**config.mk**
```make
export PLATFORM = sky130hd
export DESIGN_NAME = rtc_calendar_alarm
export DESIGN_NICKNAME = d
export VERILOG_FILES = /design/src/rtl/rtc_calendar_alarm.sv
export SDC_FILE = /design/constraint.sdc
export NUM_CORES = 1
export LEC_CHECK = 0
export ABC_AREA = 1
export CAP_MARGIN = 15
export CORE_ASPECT_RATIO = 1.75
export CORE_MARGIN = 5
export CORE_UTILIZATION = 55
export CTS_BUF_LIST = sky130_fd_sc_hd__clkbuf_16
export DETAILED_ROUTE_END_ITERATION = 6
export PLACE_DENSITY_LB_ADDON = 0.2
export SETUP_SLACK_MARGIN = 0.4
export SLEW_MARGIN = 0
export SYNTH_ARGS = -nofsm -noshare
export SYNTH_HDL_FRONTEND = slang
export SYNTH_SLANG_ARGS = --single-unit
```
**constraint.sdc**
```tcl
create_clock -name clock -period 10.09 [get_ports clock]
set_input_delay 2.018 -clock clock [delete_from_list [all_inputs] [get_ports clock]]
set_output_delay 2.018 -clock clock [all_outputs]
set_load 0.005 [all_outputs]
```
**src/rtl/rtc_calendar_alarm.sv**
```systemverilog
// Real-time-clock core: prescaler, second..year calendar with leap-aware month
// lengths, single-field inc/dec editing with day clamping, and a minute alarm.
module rtc_calendar_alarm #(
    parameter int TICKS_PER_SEC = 32768,
    parameter int YEAR_BITS     = 7,
    parameter int RESET_YEAR    = 24
) (
    input  logic                 clock,
    input  logic                 reset,
    input  logic                 run,
    input  logic [2:0]           set_field,
    input  logic                 set_inc,
    input  logic                 set_dec,
    input  logic [4:0]           alarm_hour,
    input  logic [5:0]           alarm_minute,
    input  logic                 alarm_en,
    input  logic                 alarm_ack,
    output logic [5:0]           second,
    output logic [5:0]           minute,
    output logic [4:0]           hour,
    output logic [4:0]           day,
    output logic [3:0]           month,
    output logic [YEAR_BITS-1:0] year,
    output logic                 sec_pulse,
    output logic                 half_sec,
    output logic                 alarm_irq
);
    localparam int                   PW   = $clog2(TICKS_PER_SEC);
    localparam logic [PW-1:0]        TERM = PW'(TICKS_PER_SEC - 1);
    localparam logic [PW-1:0]        HALF = PW'(TICKS_PER_SEC / 2);
    localparam logic [YEAR_BITS-1:0] YMAX = {YEAR_BITS{1'b1}};
    localparam logic [YEAR_BITS-1:0] YRST = YEAR_BITS'(RESET_YEAR);

    logic [PW-1:0]        presc_q, presc_d;
    logic [5:0]           sec_q, sec_d, min_q, min_d;
    logic [4:0]           hour_q, hour_d, day_q, day_d;
    logic [3:0]           mon_q, mon_d;
    logic [YEAR_BITS-1:0] year_q, year_d;
    logic                 pulse_q, pulse_d, irq_q;
    logic                 edit, alarm_hit;
    logic [4:0]           dim_cur, dim_new;

    // Years are offset from 2000, so year[1:0]==0 is the leap rule through 2099.
    function automatic logic [4:0] dim_f(input logic [3:0] m, input logic [YEAR_BITS-1:0] y);
        case (m)
            4'd4, 4'd6, 4'd9, 4'd11: dim_f = 5'd30;
            4'd2:                    dim_f = (y[1:0] == 2'd0) ? 5'd29 : 5'd28;
            default:                 dim_f = 5'd31;
        endcase
    endfunction

    assign dim_cur   = dim_f(mon_q, year_q);
    assign edit      = (set_field >= 3'd1) && (set_field <= 3'd6) && (set_inc ^ set_dec);
    assign alarm_hit = pulse_q && (sec_q == 6'd0) && (min_q == alarm_minute) && (hour_q == alarm_hour);

    always_comb begin
        presc_d = presc_q;
        sec_d   = sec_q;
        min_d   = min_q;
        hour_d  = hour_q;
        day_d   = day_q;
        mon_d   = mon_q;
        year_d  = year_q;
        pulse_d = 1'b0;
        if (edit) begin
            case (set_field)
                3'd1: begin
                    presc_d = '0;
                    if (set_inc) sec_d = (sec_q == 6'd59) ? 6'd0 : sec_q + 6'd1;
                    else         sec_d = (sec_q == 6'd0) ? 6'd59 : sec_q - 6'd1;
                end
                3'd2: begin
                    if (set_inc) min_d = (min_q == 6'd59) ? 6'd0 : min_q + 6'd1;
                    else         min_d = (min_q == 6'd0) ? 6'd59 : min_q - 6'd1;
                end
                3'd3: begin
                    if (set_inc) hour_d = (hour_q == 5'd23) ? 5'd0 : hour_q + 5'd1;
                    else         hour_d = (hour_q == 5'd0) ? 5'd23 : hour_q - 5'd1;
                end
                3'd4: begin
                    if (set_inc) day_d = (day_q >= dim_cur) ? 5'd1 : day_q + 5'd1;
                    else         day_d = (day_q <= 5'd1) ? dim_cur : day_q - 5'd1;
                end
                3'd5: begin
                    if (set_inc) mon_d = (mon_q >= 4'd12) ? 4'd1 : mon_q + 4'd1;
                    else         mon_d = (mon_q <= 4'd1) ? 4'd12 : mon_q - 4'd1;
                end
                3'd6: begin
                    if (set_inc) year_d = (year_q == YMAX) ? '0 : year_q + YEAR_BITS'(1);
                    else         year_d = (year_q == '0) ? YMAX : year_q - YEAR_BITS'(1);
                end
                default: ;
            endcase
        end else if (run) begin
            if (presc_q == TERM) begin
                presc_d = '0;
                pulse_d = 1'b1;
                sec_d   = sec_q + 6'd1;
                if (sec_q == 6'd59) begin
                    sec_d = 6'd0;
                    min_d = min_q + 6'd1;
                    if (min_q == 6'd59) begin
                        min_d  = 6'd0;
                        hour_d = hour_q + 5'd1;
                        if (hour_q == 5'd23) begin
                            hour_d = 5'd0;
                            day_d  = day_q + 5'd1;
                            if (day_q >= dim_cur) begin
                                day_d = 5'd1;
                                mon_d = mon_q + 4'd1;
                                if (mon_q >= 4'd12) begin
                                    mon_d  = 4'd1;
                                    year_d = year_q + YEAR_BITS'(1);
                                end
                            end
                        end
                    end
                end
            end else begin
                presc_d = presc_q + PW'(1);
            end
        end
        // Month/year changes can shorten the month under the current day.
        dim_new = dim_f(mon_d, year_d);
        if (day_d > dim_new) day_d = dim_new;
    end

    always_ff @(posedge clock or posedge reset) begin
        if (reset) begin
            presc_q <= '0;
            sec_q   <= 6'd0;
            min_q   <= 6'd0;
            hour_q  <= 5'd0;
            day_q   <= 5'd1;
            mon_q   <= 4'd1;
            year_q  <= YRST;
            pulse_q <= 1'b0;
            irq_q   <= 1'b0;
        end else begin
            presc_q <= presc_d;
            sec_q   <= sec_d;
            min_q   <= min_d;
            hour_q  <= hour_d;
            day_q   <= day_d;
            mon_q   <= mon_d;
            year_q  <= year_d;
            pulse_q <= pulse_d;
            if (!alarm_en)      irq_q <= 1'b0;
            else if (alarm_hit) irq_q <= 1'b1;
            else if (alarm_ack) irq_q <= 1'b0;
        end
    end

    assign second    = sec_q;
    assign minute    = min_q;
    assign hour      = hour_q;
    assign day       = day_q;
    assign month     = mon_q;
    assign year      = year_q;
    assign sec_pulse = pulse_q;
    assign half_sec  = (presc_q < HALF);
    assign alarm_irq = irq_q;
endmodule

```
==> results of run 1 <==
-- how the worst max path moves through the flow --
| stage | endpoint | depth (start not counted) | slack (ns) |
|---|---|---|---|
| 3_5_place_dp | day[0] | 21 | 4.49 |
| 2_1_floorplan | day[0] | 20 | 6.01 |
| 3_3_place_gp | day[0] | 21 | 4.65 |
| 6_report | day[0] | 21 | 4.78 |
| 5_1_grt | day[0] | 21 | 4.45 |
| 4_1_cts | day[0] | 21 | 4.80 |
-- kinds of logic after synthesis --
group	after synthesis	synth area share [%]
XOR/XNOR	34	6.70
AO/OA/AOI/OAI	141	18.5
flip-flops	50	28.3
buffers and inverters	111	10.2
adder cells (fa/ha/maj)	22	6.20
AND/OR/NAND/NOR	281	30.1
-- cell type report --
class,instances,share of cell area (%)
multi-input combinational,478,52.4
timing repair buffer,57,11.1
sequential,50,24.1
clock buffer,5,2.40
clock inverter,3,0.864
inverter,97,7.00
tap,90,2.16
-- state kept, by name, summed over array words and instances, names as in the netlist --
name       cells
alarm_irq      1
day            5
hour           5
minute         6
month          4
presc_q       15
sec_pulse      1
second         6
year           7
-- critical path: stages --
cell and delay, ns:
clkdlybuf4s50_1 0.86, inv_2 0.25, nor2_2 0.15, nor2_2 0.07, nor2_4 0.33, inv_2 0.27
nand2_1 0.16, nand2_1 0.07, nand2_1 0.08, nand2_2 0.06, nor2_1 0.14, nand2_1 0.11
inv_2 0.07, a21oi_2 0.05, ha_1 0.27, a21oi_1 0.18, nand2_2 0.09, nor2_4 0.14
inv_1 0.05, nand2_1 0.06, nand2_1 0.05
-- per-stage QoR --
stage / total power [mW] / utilization (%)
2_1_floorplan: 0.778 / -
3_3_place_gp: 0.993 / 63.6
3_5_place_dp: 1.01 / 63.6
4_1_cts: 1.21 / 65.7
5_1_grt: 1.31 / 66.0
6_report: 1.21 / 66.0
-- synthesized netlist by cell type (4+ instances only) --
| library cell | count |
|---|---|
| buf_2 | 5 |
| nand2_1 | 125 |
| nand3_1 | 44 |
| o21ai_1 | 7 |
| inv_1 | 85 |
| o21ai_0 | 53 |
| o22ai_1 | 7 |
| nand3_2 | 5 |
| inv_2 | 11 |
| dfrtp_1 | 46 |
| a31oi_1 | 4 |
| nor2_1 | 46 |
| xnor2_1 | 9 |
| nor2_4 | 5 |
| xor2_1 | 25 |
| nand2_2 | 13 |
| nor3_1 | 10 |
| a21oi_1 | 35 |
| nand4_1 | 14 |
| nor2_2 | 12 |
| dfstp_2 | 4 |
| o211ai_1 | 14 |
| ha_1 | 22 |
| buf_4 | 4 |
-- per-layer routing --
metal  global-route usage, %  wire, um  share of wire, %
met4                    14.4       713               5.6
met1                    26.4      4630                36
met2                    48.0      6950                55
met5                       0         0                 0
met3                    2.59       427               3.4
-- where the power goes --
part	total (mW)	internal, mW	switching (mW)	leakage (nW)
clock network	0.197	0.117	0.0804	0.0760
logic	0.639	0.288	0.351	1.70
registers	0.377	0.265	0.113	0.617
total	1.21	0.669	0.544	2.39
==> results by stage, run 1 <==
Clocking:
- TritonCTS built the clock tree.
- In this run the deepest clock path goes through 2 buffers.
- CTS built an H-tree with a depth of 2.
- For the worst-skew pair, the clock arrives at the later sink with an insertion delay of 0.30 ns.
- Post-CTS timing repair inserted 0 buffers for setup.
- The post-CTS resize count is 0.
- The clock-pin slew of the registers on the worst-case setup and hold paths is 0.07 ns.
- The sink count of the clock tree is 50.
- TritonCTS created 5 clock buffers.
- The cell sitting at the root of the clock tree is a clkbuf_16.
- The count of hold buffers inserted by post-cts repair is 0.

STA:
- Across all hold checks on the routed design, the worst slack comes to 0.507 ns.
- The setup clock skew after layout is 0.00608 ns.
- Measured against its own limit, the worst slew margin works out to 59.4%.
- For the pin with the worst max-slew slack, the measured transition is 0.608 ns.
- Setup repair after global routing left no endpoint under its margin.
- The final count of hold timing violations is 0.
- Setup slack closes at 4.78 ns.
- Setup violations remaining at the end of the flow were counted as 0.
- For the final routed database, the setup TNS stands at 0 ns.
- The clock period could shrink to 5.31 ns.
- The max-slew violation count was 0.
- The final critical-path share of the clock period is 52.6%.
- Timing would allow up to 188 MHz.

Route:
- After detailed routing, the average wire length per cell comes to 16.3 um.
- Dividing the detail-routed via count by the number of cells gives 5.78.
- Once detail routing completed, the nets flagged for antenna violations numbered 0.
- In the routed design, unresolved DRC markers number 0.
- The number of detailed-route iterations in the first pass is 4.
- For this block, the initial DRC count from the detailed router was 288.
- The final wirelength is 12700 um.
- The total number of vias is 4509.

Global routing:
- The overall global routing resource usage is 25.3%.
- Entering global routing, the biggest net connects 51 pins.
- The wire length of the first global-routing pass is 20700 um.
- The number of global-route vias before repair is 4503.
- Summed over all layers, the global routing overflow is 0.
- The number of antenna violations at the first check in global routing is 0.

Critical path:
- STA classifies the critical path endpoint as a flip-flop.
- The endpoint identified for the worst register-to-register timing path is day[0].
- Measured in cells, the most critical reg-to-reg path has a length of 25.
- The critical path is of the in -> reg type.
- The critical path startpoint category is a primary input.
- The most critical setup path has its startpoint at set_inc.
- The critical path data arrival time is 5.54 ns.
- The startpoint of the worst register-to-register path is month[0].
- Data on the critical path is required at its endpoint by 10.32 ns.
- The critical-path maximum fanout is 21.
- The slack of the worst reg-to-reg path is 6.22 ns.

Finish:
- The most common cell after layout, fill and taps aside is nand2_1.
- After the last flow step, the layout net total stands at 732.
- Summing all flip-flop and latch instances after layout gives 0.00126 mm^2.
- The layout overhead on the synthesized area is 17.4%.
- The fraction of final layout cells sized beyond drive strength 1 is 9.57%.
- The antenna diode instance count is 0.
- Fill cells in the final layout number 694.
- The footprint of the multi-input gates is 0.00273 mm^2.
- With fillers left out, the area of the finished cells amounts to 0.00522 mm^2.
- The non-filler instance count after layout is 780.
- The top cell types in the final layout, fill and taps aside, are nand2_1, inv_1, clkdlybuf4s50_1.

Placed design:
- Before CTS, the worst setup slack after placement is 4.49 ns.
- Detailed placement finished with a half-perimeter wire length of 9930 um.
- Port buffering added 56 buffers.
- Including well taps, the total number of placed cells is 771.
- The weighted congestion reported at the end of routability-driven placement is 0.966.
- After detailed placement, the total cell area comes to 0.00503 mm^2.

Yosys:
- The gate count after technology mapping is 639.
- The total of flip-flops plus latches after synthesis is 50.
- After synthesis, the largest area contributor takes up 25.9% of total cell area.
- When the netlist entered floorplanning its net count stood at 682.
- After synthesis, the share of flip-flops with an asynchronous set or reset is 100%.
- By area the synthesized netlist is led by dfrtp_1, nand2_1, inv_1.
- The synthesized netlist contains 46 unique library cells.
- The number of warnings printed during yosys synthesis is 0.
- The share of synthesized area occupied by flip-flops and latches is 28.3%.
- The most used flip-flop cell after synthesis is dfrtp_1.
- Yosys mapped a number of flops with a built-in enable equal to 0.
- The mean post-synth cell area is 6.95 um^2.
- The biggest area consumer among synthesized cells is dfrtp_1.
- The cell area that synthesis handed to floorplanning was 0.00444 mm^2.

Power and ir drop:
- The standby leakage power is 2.39 nW.
- The power per unit of standard cell area is 233 mW/mm^2.
- The maximum vdd ir drop is 0.000141 V.

Floorplanning:
- From left edge to right edge, the die measures 77.9 um.
- Pin placement for this block handled 57 I/O pins.
- After floorplanning, the core was divided into 43 placement rows.
- The area of the die is 0.0100 mm^2.
- For this configuration, the core starts out at a cell density of 56.2%.
- From bottom edge to top edge, the die measures 129 um.
- The core region area is 0.00791 mm^2.

Hold path:
- In this run the most critical hold path is launched from presc_q[9].
- The number of instances on the worst hold path is 1.
- For hold timing, the worst endpoint is presc_q[9].
- The path class of the lowest-slack min-delay path is reg -> reg.

Flow run:
- The max-capacitance violation count is 0.

Status:
- The flow ran to the end, and the final reports show no timing, DRC or antenna violations.
Note: power is estimated with default switching activity, not from simulation.
==> run 2, diff against run 1 <==
==> constraint.sdc (replaced) <==
create_clock -name clock -period 5.1 [get_ports clock]
set_input_delay 1.02 -clock clock [delete_from_list [all_inputs] [get_ports clock]]
set_output_delay 1.02 -clock clock [all_outputs]
set_load 0.005 [all_outputs]
==> results by stage, run 2 (synthesized netlist as in run 1, its figures left out) <==
Critical path:
- The largest stage delay on the critical path is 0.66 ns (was 0.86 ns).
- The depth of the worst register-to-register path is 24 (was 25).
- The critical path startpoint category is a primary input (unchanged).
- The most numerous cell on the critical path is nand2_1 (unchanged).
- The critical-path maximum fanout is 21 (unchanged).
- CP Cell Sequence: clkdlybuf4s50_1 > inv_2 > nor2_2 > nor2_2 > nor2_4 > inv_2 > nand2_1 > nand2_1 > nand2_1 > nand2_2 > nor2_1 > nand2_1 > inv_2 > a21oi_2 > ha_1 > a21oi_1 > nand2_2 > nor2_4 > nand2_1 > o21ai_1 (was clkdlybuf4s50_1 > inv_2 > nor2_2 > nor2_2 > nor2_4 > inv_2 > nand2_1 > nand2_1 > nand2_1 > nand2_2 > nor2_1 > nand2_1 > inv_2 > a21oi_2 > ha_1 > a21oi_1 > nand2_2 > nor2_4 > inv_1 > nand2_1 > nand2_1).
- The buffer and inverter count on the worst path is 4 (was 5).
- The family of cells with the greatest summed delay on the critical path is simple AND/OR/NAND/NOR gates (unchanged).
- The end of the worst register-to-register path is day[1] (was day[0]).
- The highest-delay cell along the critical path is clkdlybuf4s50_1 (unchanged).
- The critical path data arrival time was 4.23 ns (was 5.54 ns).
- The critical path endpoint category is a flip-flop (unchanged).
- The startpoint of the worst register-to-register path is month[0] (unchanged).
- The classification of the worst setup path is in -> reg (unchanged).
- The data required time at the worst endpoint is 5.32 ns (was 10.32 ns).
- The slack of the worst reg-to-reg path is 1.23 ns (was 6.22 ns).

STA:
- The headroom to the max-slew limit is 62.1% (was 59.4%).
- Unrepaired setup endpoints after global routing: false (unchanged).
- The transition time of the tightest slew-check pin came to 0.567 ns (was 0.608 ns).
- The setup clock skew after layout came to 0.00899 ns (was 0.00608 ns).
- The final-report setup violation count came to 0 (unchanged).
- The final hold slack is 0.502 ns (was 0.507 ns).
- The summed negative setup slack over all endpoints is 0 ns (unchanged).
- Derived from the worst setup path, the maximum achievable clock frequency is 249 MHz.
- In the finished design, the share of the clock period the worst path needs comes to 78.6%.
- The final count of hold timing violations is 0 (unchanged).
- After layout, the minimum clock period comes to 4.01 ns.
- The max-slew violation count came to 0 (unchanged).

Route:
- The average wire per cell in the routed design is 16.1 um (was 16.3 um).
- The DRC violations left came to 0 (unchanged).
- The residual antenna-violating net count after detailed routing is 0 (unchanged).
- The first-iteration detailed-routing DRC count is 234 (was 288).
- The final wirelength was 12600 um (was 12700 um).
- The number of detailed-route iterations in the first pass is 5 (was 4).
- The via density per instance is 5.81 (was 5.78).
- The total number of vias came to 4539 (was 4509).

Finish:
- The fraction of final layout cells sized beyond drive strength 1 is 9.55% (was 9.57%).
- The layout overhead on the synthesized area came to 17.0% (was 17.4%).
- The final net count came to 733 (was 732).
- The largest register by flop count was presc_q (unchanged).
- The non-filler instance count after layout came to 781 (was 780).
- Most used cells in the layout excluding fill and tap cells: nand2_1, inv_1, clkdlybuf4s50_1 (unchanged).
- The number of flip-flops in the largest register is 15 (unchanged).
- The final design area excluding fillers is 0.00520 mm^2 (was 0.00522 mm^2).
- The antenna diode instance count came to 0 (unchanged).
- The most common cell after layout, fill and taps aside is nand2_1 (unchanged).

Power and ir drop:
- The power per unit of standard cell area is 450 mW/mm^2 (was 233 mW/mm^2).
- The maximum vdd ir drop is 0.000223 V (was 0.000141 V).
- The portion of total power attributed to combinational logic is 53.8% (was 52.6%).
- The net switching power was 1.06 mW (was 0.544 mW).
- The fraction of power spent switching nets is 45.5% (was 44.9%).
- The standby leakage power is 2.40 nW (was 2.39 nW).
- The fraction of power consumed by sequential logic came to 31.9% (was 31.1%).
- The total power of the final layout is 2.34 mW (was 1.21 mW).
- The clock network fraction of total power is 14.3% (was 16.3%).
- The internal power contribution is 1.27 mW (was 0.669 mW).

Hold path:
- The worst min-delay path startpoint is presc_q[9] (unchanged).
- The endpoint of the worst hold-timing path is presc_q[9] (unchanged).
- The number of instances on the worst hold path is 1 (unchanged).
- The path class of the lowest-slack min-delay path is reg -> reg (unchanged).

Placed design:
- The number of cells after detailed placement is 772 (was 771).
- The weighted congestion reported at the end of routability-driven placement was 0.987 (was 0.966).
- The count of input and output buffers is 56 (unchanged).
- The instance area at placement was 0.00503 mm^2 (about the same).
- The HPWL after detailed placement came to 9790 um (was 9930 um).

Floorplanning:
- The count of pins on the block boundary is 57 (unchanged).
- The die extent in y is 129 um (unchanged).
- The site row count is 43 (unchanged).
- The area of the die is 0.0100 mm^2 (unchanged).
- The effective utilization at floorplan was 56.2% (unchanged).
- The chip width is 77.9 um (unchanged).
- The core region area was 0.00791 mm^2 (unchanged).

Clocking:
- The clock latency at the later pin of the worst-skew pair is 0.30 ns (about the same).
- The count of H-tree levels built during CTS was 2 (unchanged).
- The number of setup buffers added after CTS is 0 (unchanged).
- The post-CTS resize count was 0 (unchanged).
- The clock-pin slew of the registers on the worst-case setup and hold paths was 0.07 ns (about the same).
- The total CTS buffers was 5 (unchanged).
- The count of hold buffers inserted by post-cts repair is 0 (unchanged).
- The maximum clock path buffer count is 2 (unchanged).
- The sink count of the clock tree is 50 (unchanged).
- The CTS tree is yes (unchanged).
- The buffer cell driving the clock tree root is clkbuf_16 (unchanged).

Flow run:
- The max-capacitance violation count came to 0 (unchanged).

Global routing:
- The number of antenna violations at the first check in global routing is 0 (unchanged).
- The wire length of the first global-routing pass was 20600 um (was 20700 um).
- The number of global-route vias before repair is 4468 (was 4503).
- The total congestion overflow is 0 (unchanged).
- The pin count of the biggest net entering global routing is 51 (unchanged).
- The overall global routing resource usage is 25.1% (was 25.3%).

Status:
- Result of the run: finished, final reports clean (unchanged).
## run 2: worst max path at each step
stage | startpoint | end | cells past startpoint
2_1_floorplan | month[0] | day[0] | 25
3_5_place_dp | set_inc | day[0] | 21
3_3_place_gp | set_inc | day[0] | 21
4_1_cts | set_inc | day[0] | 21
5_1_grt | set_inc | day[0] | 23
6_report | set_inc | day[1] | 20
## run 2: through the flow
step	util, %	setup WS [ns]
floorplan	-	1.87
global placement	63.6	0.946
detailed placement	63.6	0.801
CTS	65.4	1.12
global route	65.7	0.797
finish	65.7	1.09
## run 2: final cells by class
class,instances,area [um^2]
Timing Repair Buffer,58,588
Inverter,97,365
Sequential cell,50,1260
Clock inverter,3,17.5
Fill cell,713,2710
Multi-Input combinational cell,478,2730
Tap cell,90,113
Clock buffer,5,125
## run 2: power by group through the flow
| stage | clock (mW) | combinational [mW] | sequential (mW) |
|---|---|---|---|
| 2_1_floorplan | 0 | 0.863 | 0.677 |
| 3_3_place_gp | 0 | 1.22 | 0.743 |
| 3_5_place_dp | 0 | 1.25 | 0.744 |
| 4_1_cts | 0.337 | 1.26 | 0.740 |
| 5_1_grt | 0.355 | 1.41 | 0.769 |
| 6_report | 0.335 | 1.26 | 0.744 |
## run 2: per-layer routing
| layer | part of all wire [%] | up-vias | track usage, % | wire length (um) |
|---|---|---|---|---|
| met3 | 4.0 | 34 | 3.15 | 501 |
| li1 | - | 2225 | - | - |
| met4 | 4.3 | 0 | 13.2 | 541 |
| met1 | 37 | 2150 | 26.9 | 4600 |
| met5 | 0 | - | 0 | 0 |
| met2 | 55 | 130 | 46.8 | 6960 |
==> run 3, diff against run 2 <==
==> constraint.sdc (replaced) <==
create_clock -name clock -period 3.85 [get_ports clock]
set_input_delay 0.77 -clock clock [delete_from_list [all_inputs] [get_ports clock]]
set_output_delay 0.77 -clock clock [all_outputs]
set_load 0.005 [all_outputs]
==> results by stage, run 3 (synthesized netlist as in run 1, its figures left out) <==
Route:
- The DRC violations left was 0 (unchanged).
- The total number of vias is 4673 (was 4539).
- The final wirelength is 12900 um (was 12600 um).
- The first-iteration detailed-routing DRC count came to 241 (was 234).
- The number of detailed-route iterations in the first pass is 5 (unchanged).
- The average wire per cell in the routed design is 16.2 um (was 16.1 um).
- The via density per instance was 5.83 (was 5.81).
- The residual antenna-violating net count after detailed routing was 0 (unchanged).

Clocking:
- The maximum clock path buffer count is 2 (unchanged).
- The total CTS buffers is 5 (unchanged).
- The clock-pin slew of the registers on the worst-case setup and hold paths came to 0.07 ns (about the same).
- The sink count of the clock tree is 50 (unchanged).
- The clock latency at the later pin of the worst-skew pair was 0.30 ns (about the same).
- The count of H-tree levels built during CTS was 2 (unchanged).
- The count of hold buffers inserted by post-cts repair is 0 (unchanged).
- The buffer cell driving the clock tree root is clkbuf_16 (unchanged).
- The CTS tree is yes (unchanged).

STA:
- The transition time of the tightest slew-check pin came to 0.629 ns (was 0.567 ns).
- Unrepaired setup endpoints after global routing: true (was false).
- The max-slew violation count is 0 (unchanged).
- The final-report setup violation count is 0 (unchanged).
- The setup clock skew after layout was 0.00774 ns (was 0.00899 ns).
- The final count of hold timing violations is 0 (unchanged).
- The clock period minus worst slack is 3.31 ns.
- The final critical-path share of the clock period is 85.9%.
- The post-layout worst setup margin is 0.544 ns (was 1.09 ns).
- The summed negative setup slack over all endpoints is 0 ns (unchanged).
- The headroom to the max-slew limit is 57.5% (was 62.1%).
- The highest achievable clock rate is 302 MHz.

Power and ir drop:
- The fraction of power spent switching nets is 44.5% (was 45.5%).
- The internal power contribution is 1.83 mW (was 1.27 mW).
- The power per unit of standard cell area is 604 mW/mm^2 (was 450 mW/mm^2).
- The net switching power is 1.47 mW (was 1.06 mW).
- The fraction of power consumed by sequential logic came to 30.0% (was 31.9%).
- The clock network fraction of total power is 15.3% (was 14.3%).
- The total power of the final layout came to 3.31 mW (was 2.34 mW).
- The portion of total power attributed to combinational logic came to 54.7% (was 53.8%).
- The standby leakage power is 2.52 nW (was 2.40 nW).
- The maximum vdd ir drop was 0.000351 V (was 0.000223 V).

Critical path:
- The classification of the worst setup path is reg -> reg (was in -> reg).
- The data required time at the worst endpoint is 4.07 ns (was 5.32 ns).
- The critical-path maximum fanout is 6 (was 21).
- The critical path endpoint category is a flip-flop (unchanged).
- The depth of the worst register-to-register path came to 26 (was 24).
- The critical path data arrival time was 3.53 ns (was 4.23 ns).
- The critical path startpoint category is a flip-flop (was primary input).

Finish:
- The antenna diode instance count is 0 (unchanged).
- The most common cell after layout, fill and taps aside is nand2_1 (unchanged).
- The largest register by flop count is presc_q (unchanged).
- The fraction of final layout cells sized beyond drive strength 1 is 15.2% (was 9.55%).
- The non-filler instance count after layout came to 801 (was 781).
- The final net count is 753 (was 733).
- The total of fill cells in the finished design is 700 (was 713).
- The final design area excluding fillers is 0.00548 mm^2 (was 0.00520 mm^2).
- The number of flip-flops in the largest register is 15 (unchanged).
- Most used cells in the layout excluding fill and tap cells: nand2_1, inv_1, clkdlybuf4s50_1 (unchanged).
- The layout overhead on the synthesized area was 23.3% (was 17.0%).

Placed design:
- The number of cells after detailed placement is 778 (was 772).
- The instance area at placement came to 0.00509 mm^2 (was 0.00503 mm^2).
- The weighted congestion reported at the end of routability-driven placement is 0.981 (was 0.987).
- The worst slack at placement was 0.145 ns (was 0.801 ns).
- The count of input and output buffers was 56 (unchanged).
- The HPWL after detailed placement is 9590 um (was 9790 um).

Floorplanning:
- The core region area came to 0.00791 mm^2 (unchanged).
- The count of pins on the block boundary came to 57 (unchanged).
- The die extent in y is 129 um (unchanged).
- The effective utilization at floorplan came to 56.2% (unchanged).
- The area of the die is 0.0100 mm^2 (unchanged).
- The chip width is 77.9 um (unchanged).
- The site row count was 43 (unchanged).

Global routing:
- The number of antenna violations at the first check in global routing is 0 (unchanged).
- The number of global-route vias before repair is 4711 (was 4468).
- The fraction of met2 tracks used by global routing is 50.0% (was 46.8%).
- The met1 demand-to-capacity share in global routing came to 26.4% (was 26.9%).
- The overall global routing resource usage is 25.6% (was 25.1%).
- The total congestion overflow came to 0 (unchanged).
- The wire length of the first global-routing pass was 21200 um (was 20600 um).
- The pin count of the biggest net entering global routing was 51 (unchanged).
- The highest-utilization routing layer at the global route stage was met2 (unchanged).
- The met3 usage in global routing is 2.80% (was 3.15%).

Flow run:
- The max-capacitance violation count came to 0 (unchanged).

Hold path:
- The path class of the lowest-slack min-delay path was reg -> reg (unchanged).
- The number of instances on the worst hold path was 1 (unchanged).

Status:
- Result of the run: finished, final reports clean (unchanged).
[run 3: changes by cell type in the layout (fill, tap and decap cells not counted), moves of 3 or more]
cell,before,now
buf_4,1,19
dfrtp_1,46,41
dfrtp_2,0,5
inv_1,85,80
ha_1,22,18
inv_2,12,16
ha_4,0,3
nand2_1,125,122
nor2_1,46,43
[run 3: final timing paths]
check	slack, ns	from	endpoint
min reg2reg	0.50	presc_q[9]	presc_q[9]
max in group asynchronous	2.44	reset	month[1]
min in group asynchronous	0.85	reset	second[3]
min	0.50	presc_q[9]	presc_q[9]
max	0.54	month[0]	day[0]
max reg2reg	0.54	month[0]	day[0]
[run 3: layout make-up]
cell class,count,area (um^2),area share (%)
repair buffers,78,754,13.8
flip-flops and latches,50,1260,23.0
clock inverters,3,37.5,0.685
clock buffers,5,125,2.28
inverters,97,368,6.72
well taps,90,113,2.06
multi-input cells,478,2820,51.4
[run 3: stage by stage]
step / utilization, % / hold WS [ns]
2_1_floorplan: - / 0.455
3_3_place_gp: 64.4 / 0.487
3_5_place_dp: 64.4 / 0.490
4_1_cts: 67.4 / 0.501
5_1_grt: 69.3 / 0.537
6_report: 69.3 / 0.500
[run 3: critical path, stage by stage (launching register included)]
cell,delay (ns)
dfstp_2,0.59
buf_6,0.15
ha_4,0.14
o21ai_2,0.05
nand2_1,0.08
a21oi_2,0.04
ha_1,0.28
nand2_1,0.05
nand3b_1,0.12
nand2_4,0.09
nor2_4,0.19
nand2_1,0.08
nand2_1,0.07
nand2_1,0.07
nand2_1,0.07
nand2_2,0.07
nor2_2,0.12
nand2_1,0.09
inv_2,0.07
a21oi_2,0.05
ha_1,0.30
a21oi_2,0.14
nand2_2,0.07
nor2_4,0.12
inv_2,0.04
nand2_1,0.06
nand2_1,0.05
[run 3: timing repair]
action | in CTS | in global routing
endpoints found under the hold margin | 0 | 0
buffers inserted | 7 | 7
endpoints found under the setup margin | 2 | 2
gates resized for setup | 9 | 25
pin swaps | 2 | 19
[run 3: power groups by stage]
| stage | clock, mW | combinational (mW) | sequential [mW] |
|---|---|---|---|
| detailed placement | 0 | 1.65 | 0.995 |
| CTS | 0.511 | 1.72 | 0.982 |
| finish | 0.505 | 1.81 | 0.993 |
| floorplan | 0 | 1.14 | 0.897 |
| global route | 0.535 | 2.01 | 1.02 |
| global placement | 0 | 1.61 | 0.985 |
[run 3: routing by layer]
metal | vias up | part of all wire, %
met5 | - | 0
met3 | 45 | 4.2
met1 | 2183 | 36
met4 | 0 | 3.8
li1 | 2266 | -
met2 | 179 | 56
